===== src/rtl/parity_rx_serial_if.sv =====
// Serial bit link into the parity receiver plus its word/status result.
// The bit source is the master and the receiver is the slave.
interface parity_rx_serial_if #(
    parameter int DATA_W = 8
);
    logic              bit_in;
    logic              bit_valid;
    logic              busy;
    logic [DATA_W-1:0] data_out;
    logic              done;
    logic              parity_err;
    logic              frame_err;

    modport master (
        output bit_in, bit_valid,
        input  busy, data_out, done, parity_err, frame_err
    );

    modport slave (
        input  bit_in, bit_valid,
        output busy, data_out, done, parity_err, frame_err
    );
endinterface


===== src/rtl/parity_rx_serial.sv =====
// Deserialises start / DATA_W data bits (LSB first) / parity / stop frames and
// reports the word with parity and framing status on a one-cycle done pulse.
module parity_rx_serial #(
    parameter int DATA_W  = 8,
    parameter int ODD_PAR = 0
) (
    input  logic                clk,
    input  logic                reset_n,
    parity_rx_serial_if.slave   link
);
    localparam int   CNT_W   = $clog2(DATA_W) + 1;
    localparam logic ODD_BIT = (ODD_PAR != 0);

    typedef enum logic [1:0] {IDLE, DATA, PARITY, STOP} state_t;

    state_t            state;
    logic [DATA_W-1:0] shreg;
    logic [CNT_W-1:0]  cnt;
    logic              acc;
    logic              par_ok;

    always_ff @(posedge clk or negedge reset_n) begin
        if (!reset_n) begin
            state           <= IDLE;
            shreg           <= '0;
            cnt             <= '0;
            acc             <= 1'b0;
            par_ok          <= 1'b0;
            link.busy       <= 1'b0;
            link.data_out   <= '0;
            link.done       <= 1'b0;
            link.parity_err <= 1'b0;
            link.frame_err  <= 1'b0;
        end else begin
            link.done <= 1'b0;
            if (link.bit_valid) begin
                case (state)
                    IDLE: begin
                        // A 0 on an idle line is the start bit.
                        if (!link.bit_in) begin
                            state     <= DATA;
                            cnt       <= '0;
                            shreg     <= '0;
                            acc       <= 1'b0;
                            link.busy <= 1'b1;
                        end
                    end
                    DATA: begin
                        for (int i = 0; i < DATA_W; i++) begin
                            if (cnt == CNT_W'(i)) shreg[i] <= link.bit_in;
                        end
                        acc <= acc ^ link.bit_in;
                        cnt <= cnt + CNT_W'(1);
                        if (cnt == CNT_W'(DATA_W - 1)) state <= PARITY;
                    end
                    PARITY: begin
                        par_ok <= ((acc ^ link.bit_in) == ODD_BIT);
                        state  <= STOP;
                    end
                    STOP: begin
                        // A bad stop bit is reported, not resynchronised.
                        link.data_out   <= shreg;
                        link.parity_err <= !par_ok;
                        link.frame_err  <= !link.bit_in;
                        link.done       <= 1'b1;
                        link.busy       <= 1'b0;
                        state           <= IDLE;
                    end
                    default: state <= IDLE;
                endcase
            end
        end
    end
endmodule


===== src/flat_wrapper.sv =====
// flat-port wrapper written by rule: the top's interface ports become plain ports
module parity_rx_serial_flat 
#(
    parameter int DATA_W  = 8,
    parameter int ODD_PAR = 0
)
  (clk, reset_n, link_bit_in, link_bit_valid, link_busy, link_data_out, link_done, link_parity_err, link_frame_err);
  parity_rx_serial_if #(.DATA_W(DATA_W)) link_i ();
  input  logic clk;
  input  logic reset_n;
  input wire logic [$bits(link_i.bit_in)-1:0] link_bit_in;
  input wire logic [$bits(link_i.bit_valid)-1:0] link_bit_valid;
  output wire logic [$bits(link_i.busy)-1:0] link_busy;
  output wire logic [$bits(link_i.data_out)-1:0] link_data_out;
  output wire logic [$bits(link_i.done)-1:0] link_done;
  output wire logic [$bits(link_i.parity_err)-1:0] link_parity_err;
  output wire logic [$bits(link_i.frame_err)-1:0] link_frame_err;
  assign link_i.bit_in = link_bit_in;
  assign link_i.bit_valid = link_bit_valid;
  assign link_busy = link_i.busy;
  assign link_data_out = link_i.data_out;
  assign link_done = link_i.done;
  assign link_parity_err = link_i.parity_err;
  assign link_frame_err = link_i.frame_err;
  parity_rx_serial #(.DATA_W(DATA_W), .ODD_PAR(ODD_PAR)) u_core (.clk(clk), .reset_n(reset_n), .link(link_i));
endmodule

===== config.mk =====
export PLATFORM = sky130hd
export DESIGN_NAME = parity_rx_serial_flat
export DESIGN_NICKNAME = d
export VERILOG_FILES = /design/src/rtl/parity_rx_serial_if.sv /design/src/rtl/parity_rx_serial.sv /design/src/flat_wrapper.sv
export SDC_FILE = /design/constraint.sdc
export NUM_CORES = 1
export LEC_CHECK = 0
export ABC_AREA = 1
export CORE_MARGIN = 4
export CORE_UTILIZATION = 50
export CTS_BUF_LIST = sky130_fd_sc_hd__clkbuf_4 sky130_fd_sc_hd__clkbuf_8
export CTS_CLUSTER_SIZE = 28
export DETAILED_ROUTE_END_ITERATION = 7
export HOLD_SLACK_MARGIN = 0.05
export PLACE_DENSITY = 0.7
export SETUP_SLACK_MARGIN = 0.5
export SLEW_MARGIN = 0
export SYNTH_ARGS = -nofsm -noshare
export SYNTH_HDL_FRONTEND = slang
export SYNTH_SLANG_ARGS = --single-unit
export TNS_END_PERCENT = 1

===== constraint.sdc =====
create_clock -name clk -period 1.5 [get_ports clk]
set_input_delay 0.225 -clock clk [delete_from_list [all_inputs] [get_ports clk]]
set_output_delay 0.225 -clock clk [all_outputs]
set_load 0.05 [all_outputs]

==> flow_summary.json, run 1 <==
{
  "outcome": "finished clean",
  "path_class": "reg2reg",
  "hold_violations": 0,
  "die_w_um": 61.11,
  "synth-edff-count": 0,
  "slew_violations": 0,
  "hold_path.class": "in2async",
  "grt_pass1_wl_mm": 5.023,
  "reg2reg_depth": 8,
  "worst_slew_pin_slew_ns": 0.3433,
  "ys_ff_latch": 28,
  "clock_skew_ns": 0.004291,
  "die-area_mm2": 0.003734,
  "num_vias": 1158,
  "synth_area_mm2": 0.001410,
  "grt_overflow_total": 0,
  "htree_num_levels": 1,
  "timing.final.crit_share": 0.9241,
  "setup-tns-final_ns": 0,
  "cp-start-kind": "flip-flop",
  "critPathRequiredTime_ns": 1.74,
  "rsz0062_at_grt": "true",
  "grt_pass1_vias": 1144,
  "syn-instance-count": 166,
  "antenna_found_initial": 0,
  "crit_chain": "inv_2 -> ha_4 -> nand2_4 -> nand2_4 -> nor2_4 -> nand2_2 -> nand2_1 -> o21ai_1",
  "p_total_mw": 3.573,
  "io_buffers": 15,
  "rows": 18,
  "maxCapViolations": 0,
  "drive_gt1_frac": 0.2789,
  "via_per_inst": 5.264,
  "relSlewSlack": 0.7711,
  "io_pins": 16,
  "synth_top_cell_by_area": "dfrtp_1",
  "dp_hpwl_mm": 1.949,
  "worstPathMaxFanout": 6,
  "insertedDiodeCount": 0,
  "synthTopCellsByCount": "72 x nand2_1, 28 x dfrtp_1, 11 x nand3_1",
  "yosysWarnings": 0,
  "dieHeight_um": 61.11,
  "wl_per_cell_um": 12.89,
  "drt.antenna.violating_nets": 0,
  "rr_startpoint": "u_core.state[0]",
  "fillers": 195,
  "ctsLongestPathBuffers": 2,
  "endpoint_kind": "flip-flop",
  "crit_slowest_cell": "dfrtp_2",
  "yosys-top-cells-area": "dfrtp_1 50%, nand2_1 19%, ha_1 7.1%",
  "cpMostUsedCell": "nand2_4",
  "cp.arrival_ns": 1.63,
  "synth.most_common_cell": "nand2_1",
  "max_freq_ghz": 0.7214,
  "clkTransAtPathRegs_ns": 0.15,
  "grt_max_degree": 29,
  "first_pass_iters": 4,
  "coreArea_mm2": 0.002590,
  "ys.flop_type": "dfrtp_1",
  "r2r_end": "u_core.shreg[0]",
  "critPathBufInv": 1,
  "start_util": 0.5444,
  "cts_num_sinks": 28,
  "cts_inserted_buffers": 3,
  "clkLatencyLatePin_ns": 0.34,
  "final_nets": 203,
  "yosysTopAreaCellShare": 0.4969,
  "yosysSeqAreaShare": 0.4969,
  "cts_tree": "done",
  "setup-violations-final": 0,
  "route.detailed.drc": 0,
  "track_usage": 0.1802,
  "yosysUniqueCellTypes": 25,
  "rrSetupSlack_ns": 0.11,
  "area_delta_synth_final_pct": 21.47,
  "finish.utilization": 0.6614,
  "clockRootBuffer": "clkbuf_4",
  "power_leakage_nw": 0.8896,
  "ir_worst_vdd_mv": 1.485,
  "fin_crit_ns": 1.386,
  "power_density_mw_per_mm2": 2086,
  "cp_top_family": "simple AND/OR/NAND/NOR gates",
  "ys_async_sr_fraction": 1.000,
  "wirelength_mm": 2.835,
  "crit_path_max_incr_delay_ns": 0.44,
  "holdBufCountCts": 0,
  "drt_iter0_drc": 80,
  "place_congestion": 0.8346,
  "synth.avg_cell_area_um2": 8.495,
  "synth_fp_nets": 178
}
==> layout by cell type (no fill, tap or decap), types with 2 or more instances in the layout <==
cell type / n
nor2_2: 3
ha_4: 2
o21ai_1: 7
nand2_2: 5
nand2_4: 2
nand3_2: 3
clkdlybuf4s50_1: 3
buf_4: 21
inv_1: 4
ha_1: 6
inv_2: 6
clkbuf_4: 3
nand3_1: 10
nand2_1: 67
dfrtp_1: 27
nand4_1: 8
==> registers in the layout, summed over array words and instances (netlist names) <==
register,flops
u_core.acc,1
u_core.cnt,4
u_core.link.busy,1
u_core.link.data_out,8
u_core.link.done,1
u_core.link.frame_err,1
u_core.link.parity_err,1
u_core.par_ok,1
u_core.shreg,8
u_core.state,2
==> how the worst max path moves through the flow <==
stage | from | endpoint | slack [ns] | depth (start not counted)
3_5_place_dp | link_bit_in | u_core.state[0] | 0.02 | 6
2_1_floorplan | u_core.state[1] | u_core.shreg[1] | 0.25 | 9
5_1_grt | u_core.state[0] | u_core.shreg[0] | 0.04 | 8
4_1_cts | u_core.state[0] | u_core.shreg[0] | 0.14 | 8
3_3_place_gp | link_bit_in | u_core.state[0] | 0.12 | 7
6_report | u_core.state[0] | u_core.shreg[0] | 0.11 | 8
==> layout make-up <==
class	count	area, um2	area share
Clock buffer	3	22.52	0.01315
Sequential cell	28	701.9	0.4098
Timing Repair Buffer	25	198.9	0.1161
Clock inverter	1	30.03	0.01753
Tap cell	30	37.54	0.02191
Multi-Input combinational cell	121	669.4	0.3908
Inverter	12	52.55	0.03068
==> layer usage <==
layer  wire, um  vias to the layer above  global-route usage
met1       1267                      550              0.2321
met2       1416                       23              0.3066
li1           -                      581                   -
met5          0                        -                   0
met4         39                        0             0.06502
met3        112                        4             0.02725
==> worst reg2reg max path, delay by kind of cell (launching register included) <==
| kind | cells | cell delay (ns) |
|---|---|---|
| AND/OR/NAND/NOR | 5 | 0.53 |
| flip-flops | 1 | 0.44 |
| adder cells (fa/ha/maj) | 1 | 0.18 |
| buffers and inverters | 1 | 0.07 |
| AO/OA/AOI/OAI | 1 | 0.06 |
==> cells by family (layout without fill, tap and decap cells) <==
group	count (synthesis)	count (layout)	synth area share
AOI/OAI and AO/OA	11	11	0.04259
xor gates and xnor gates	1	1	0.006212
buffers and inverters	17	41	0.06211
adders and majority gates	8	8	0.07099
and+or+nand+nor	101	101	0.3212
DFF	28	28	0.4969
==> repair_timing <==
action | 4_1_cts | 5_1_grt
buffers inserted | 4 | 1
endpoints found under the setup margin | 40 | 40
pin swaps | 2 | 3
gates resized for setup | 6 | 9
==> power by group <==
part           internal (mW)  total, mW  switching (mW)
registers               1.02       1.20           0.185
logic                  0.664       1.87            1.21
clock network          0.271      0.497           0.226
total                   1.95       3.57            1.62
==> per-stage QoR <==
step,hold slack [ns],instances,cell area [um2],setup slack [ns]
4_1_cts,0.2353,219,1680,0.1386
5_1_grt,0.2427,220,1713,0.04196
6_report,0.2327,220,1713,0.1139
2_1_floorplan,-0.07059,166,1420,0.2492
3_5_place_dp,0.4432,211,1575,0.02208
3_3_place_gp,0.4405,211,1575,0.1164
Note: power is estimated with default switching activity, not from simulation.
==> run 2, diff against run 1 <==
PLACE_DENSITY = 0.73   (was 0.7)
clock period = 1.2 ns   (was 1.5 ns; I/O delays follow)
==> flow_summary.json, run 2 (synthesis results as in run 1) <==
{
  "outcome": "finished with violations",
  "violations": "setup timing",
  "place_congestion": 0.8419,
  "insertedDiodeCount": 0,
  "dieHeight_um": 61.11,
  "io_pins": 16,
  "cp-start-kind": "flip-flop",
  "htree_num_levels": 1,
  "crit_path_max_incr_delay_ns": 0.45,
  "pwr-share-comb": 0.592,
  "wirelength_mm": 3.311,
  "crit_slowest_cell": "dfrtp_2",
  "cts_tree": "done",
  "fin_cells": 231,
  "setup-violations-final": 27,
  "ctsLongestPathBuffers": 2,
  "cts_num_sinks": 28,
  "cp_top_family": "flip-flops",
  "dp_hpwl_mm": 2.166,
  "fin_crit_ns": 1.324,
  "wl_per_cell_um": 14.33,
  "antenna_found_initial": 0,
  "crit_chain": "inv_2 -> ha_4 -> nand2_4 -> nand2_8 -> nor2_4 -> inv_2 -> nand2_1 -> o21ai_1",
  "drt_iter0_drc": 54,
  "rows": 18,
  "drt.antenna.violating_nets": 0,
  "path_class": "reg2reg",
  "fillers": 179,
  "route.detailed.drc": 0,
  "critPathBufInv": 2,
  "cts_inserted_buffers": 3,
  "rsz0062_at_grt": "true",
  "num_vias": 1241,
  "die_w_um": 61.11,
  "clkTransAtPathRegs_ns": 0.15,
  "p_sw_frac": 0.4417,
  "relSlewSlack": 0.7999,
  "io_buffers": 15,
  "final_common_cell": "nand2_1",
  "clkLatencyLatePin_ns": 0.34,
  "coreArea_mm2": 0.002590,
  "max_freq_ghz": 0.7552,
  "seqPwrFrac": 0.314,
  "area_delta_synth_final_pct": 41.44,
  "via_per_inst": 5.372,
  "fin_ws_ns": -0.1242,
  "grt_overflow_total": 0,
  "worstPathMaxFanout": 5,
  "regArea_um2": 701.9,
  "power_density_mw_per_mm2": 2533,
  "setup-tns-final_ns": -2.094,
  "slew_violations": 0,
  "ir_worst_vdd_mv": 2.488,
  "cp.arrival_ns": 1.57,
  "cpMostUsedCell": "inv_2",
  "endpoint_kind": "flip-flop",
  "multiInputGateArea_um2": 701.9,
  "first_pass_iters": 4,
  "internal_power_mw": 2.820,
  "clockRootBuffer": "clkbuf_4",
  "finish.utilization": 0.7700,
  "placed_cells": 219,
  "grt_pass1_vias": 1206,
  "start_util": 0.5444,
  "drive_gt1_frac": 0.3333,
  "grt_max_degree": 29,
  "clock_skew_ns": 0.005542,
  "power.switching_mw": 2.231,
  "maxCapViolations": 0,
  "grt_pass1_wl_mm": 5.595,
  "hold_ws_ns": 0.1974,
  "power_leakage_nw": 0.9845,
  "timing.final.crit_share": 1.103,
  "final_nets": 214,
  "die-area_mm2": 0.003734,
  "hold_violations": 0,
  "critPathRequiredTime_ns": 1.44,
  "reg_top3": "u_core.link.data_out x8, u_core.shreg x8, u_core.cnt x4",
  "hold_path.class": "in2async",
  "final_cell_mix": "68 x nand2_1, 27 x dfrtp_1, 16 x buf_4, 14 x buf_12, 10 x nand3_1",
  "track_usage": 0.2029,
  "worst_slew_pin_slew_ns": 0.3002,
  "clockPowerShare": 0.093
}
-- run 2: what timing repair did --
action	CTS	global route
hold buffers	0	0
setup buffers	4	3
endpoints found under the setup margin	40	40
endpoints found under the hold margin	0	0
pin swaps	3	5
gates resized for setup	16	9
cloned	1	0
-- run 2: final timing paths --
path	startpoint	end	slack, ns	cells after the start
hold reg to reg	u_core.par_ok	u_core.link.parity_err	0.49	1
max in group asynchronous	reset_n	u_core.state[0]	0.84	2
min in group clk	u_core.par_ok	u_core.link.parity_err	0.49	1
setup reg to reg	u_core.state[0]	u_core.cnt[2]	-0.12	8
setup / recovery	u_core.state[0]	u_core.cnt[2]	-0.12	8
hold / removal	reset_n	u_core.shreg[1]	0.20	2
-- run 2: layout make-up --
cell class / count / area share
Sequential cell: 28 / 0.3519
Inverter: 12 / 0.02760
Timing Repair Buffer: 35 / 0.2271
Timing Repair inverter: 1 / 0.004391
Clock buffer: 4 / 0.01819
Multi-Input combinational cell: 121 / 0.3519
Tap cell: 30 / 0.01882
-- run 2: metrics by stage --
stage | power, mW | setup slack (ns) | instance area (um2)
after CTS | 4.874 | -0.1426 | 1948
after global placement | 4.055 | -0.09834 | 1810
after floorplan | 3.071 | -0.05075 | 1420
after global routing | 5.373 | -0.2069 | 1994
after detailed placement | 4.155 | -0.2092 | 1810
final | 5.051 | -0.1242 | 1994
-- run 2: power groups by stage --
stage | Clock, mW | Sequential (mW) | Combinational (mW)
global placement | 0 | 1.57 | 2.49
detailed placement | 0 | 1.59 | 2.57
global route | 0.525 | 1.62 | 3.22
finish | 0.471 | 1.59 | 2.99
CTS | 0.469 | 1.57 | 2.83
floorplan | 0 | 1.91 | 1.16
-- run 2: per-layer routing --
layer,up-vias,wire (um),global-route usage
met4,0,68,0.09907
met3,7,152,0.03354
met2,36,1667,0.3353
met5,-,0,0
met1,595,1423,0.2573
li1,603,-,-
==> run 3, diff against run 2 <==
CORE_UTILIZATION = 52   (was 50)
GPL_ROUTABILITY_DRIVEN = 0   (was not set)
PLACE_DENSITY = 0.76   (was 0.73)
==> flow_summary.json, run 3 (synthesis results as in run 1) <==
{
  "final_cell_mix": "72 x nand2_1, 26 x dfrtp_1, 14 x buf_12, 11 x buf_4, 10 x nand3_1",
  "clockRootBuffer": "clkbuf_4",
  "fin_area_mm2": 0.001916,
  "placed_cells": 217,
  "drive_gt1_frac": 0.3005,
  "hold_path.class": "in2async",
  "dp_hpwl_mm": 2.113,
  "slew_violations": 0,
  "crit_slowest_cell": "dfrtp_2",
  "io_pins": 16,
  "grt_pass1_wl_mm": 4.836,
  "rows": 18,
  "max_freq_ghz": 0.7535,
  "outcome": "finished with violations",
  "cp_top_family": "flip-flops",
  "die-area_mm2": 0.003609,
  "fillers": 174,
  "wl_per_cell_um": 13.14,
  "start_util": 0.5590,
  "endpoint_kind": "flip-flop",
  "dieHeight_um": 60.08,
  "io_buffers": 15,
  "pre_cts_ws_ns": -0.1574,
  "path_class": "reg2reg",
  "first_pass_iters": 4,
  "ctsLongestPathBuffers": 2,
  "cts_inserted_buffers": 3,
  "clkLatencyLatePin_ns": 0.32,
  "drt.antenna.violating_nets": 0,
  "clkTransAtPathRegs_ns": 0.14,
  "setup-tns-final_ns": -1.866,
  "relSlewSlack": 0.7881,
  "num_vias": 1175,
  "grt_pass1_vias": 1124,
  "wirelength_mm": 2.931,
  "power_leakage_nw": 0.9445,
  "coreArea_mm2": 0.002522,
  "clock_skew_ns": 0.002998,
  "critPathRequiredTime_ns": 1.43,
  "setup-violations-final": 26,
  "route.detailed.drc": 0,
  "hold_violations": 0,
  "maxCapViolations": 0,
  "fin_cells": 223,
  "drt_iter0_drc": 50,
  "antenna_found_initial": 0,
  "violations": "setup timing",
  "die_w_um": 60.08,
  "worstPathMaxFanout": 5,
  "insertedDiodeCount": 0,
  "final_nets": 206,
  "cp-start-kind": "flip-flop",
  "via_per_inst": 5.269,
  "grt_overflow_total": 0,
  "cts_tree": "done",
  "timing.final.crit_share": 1.106,
  "grt_max_degree": 29,
  "reg_top3": "u_core.link.data_out x8, u_core.shreg x8, u_core.cnt x4",
  "cp.arrival_ns": 1.55,
  "worst_slew_pin_slew_ns": 0.3179,
  "area_delta_synth_final_pct": 35.85,
  "power_density_mw_per_mm2": 2528,
  "final_common_cell": "nand2_1",
  "fin_ws_ns": -0.1272,
  "cts_num_sinks": 28,
  "holdBufCountCts": 0,
  "critPathBufInv": 2,
  "htree_num_levels": 1,
  "track_usage": 0.1778,
  "fin_crit_ns": 1.327,
  "crit_path_max_incr_delay_ns": 0.44,
  "cpMostUsedCell": "nand2_4",
  "ir_worst_vdd_mv": 1.970,
  "p_total_mw": 4.843,
  "rsz0062_at_grt": "true",
  "place_area_mm2": 0.001795,
  "crit_chain": "inv_2 -> ha_4 -> nand2_4 -> nand2_4 -> nor2_4 -> buf_4 -> o21ai_1"
}
run 3: cell types whose count changed in the layout (fill, tap and decap cells not counted), moves of 2 or more:
cell,before,now
nand2_2,4,0
nand2_1,68,72
inv_1,4,2
buf_6,2,0
buf_4,16,11
run 3: layer usage:
metal | share of wire | wire (um) | global-route usage | vias to the layer above
met5 | 0 | 0 | 0 | -
met4 | 0.019 | 56 | 0.09494 | 0
met3 | 0.037 | 108 | 0.03024 | 7
met2 | 0.51 | 1492 | 0.2870 | 32
met1 | 0.43 | 1273 | 0.2257 | 546
li1 | - | - | - | 590
run 3: cell type report:
type,count,area (um2),area share
sequential,28,703.2,0.3671
timing repair buffer,28,392.9,0.2051
tap,30,37.54,0.01960
multi-input combinational,121,689.4,0.3599
inverter,12,56.30,0.02939
clock buffer,4,36.28,0.01894
run 3: stage by stage:
step | hold WS, ns | util
2_1_floorplan | -0.1156 | -
3_5_place_dp | 0.4714 | 0.7118
4_1_cts | 0.1915 | 0.7361
6_report | 0.1938 | 0.7594
3_3_place_gp | 0.4472 | 0.7118
5_1_grt | 0.1876 | 0.7594
run 3: path summary, 6_finish.rpt:
| kind | startpoint | slack, ns | depth (start not counted) | end |
|---|---|---|---|---|
| worst max register to register | u_core.state[0] | -0.13 | 7 | u_core.cnt[0] |
| worst min register to register | u_core.shreg[5] | 0.50 | 2 | u_core.link.data_out[5] |
| worst min-delay path | reset_n | 0.19 | 2 | u_core.link.data_out[7] |
| min in group clk | u_core.shreg[5] | 0.50 | 2 | u_core.link.data_out[5] |
| max in group asynchronous | reset_n | 0.84 | 2 | u_core.state[0] |
| worst max-delay path | u_core.state[0] | -0.13 | 7 | u_core.cnt[0] |
run 3: repair_timing:
item | 4_1_cts | 5_1_grt
pin swaps | 2 | 4
setup endpoints to repair | 40 | 40
resized for setup | 6 | 15
buffers inserted | 1 | 1
run 3: worst reg2reg max path: stages (launching register included):
cell     delay, ns
dfrtp_2       0.44
inv_2         0.07
ha_4          0.18
nand2_4       0.07
nand2_4       0.08
nor2_4        0.18
buf_4         0.15
o21ai_1       0.06
run 3: power by group:
| group | switching (mW) | leakage (nW) | internal [mW] |
|---|---|---|---|
| registers | 0.312 | 0.366 | 1.28 |
| logic | 1.56 | 0.558 | 1.25 |
| clock network | 0.264 | 0.0210 | 0.186 |
| total | 2.13 | 0.944 | 2.71 |
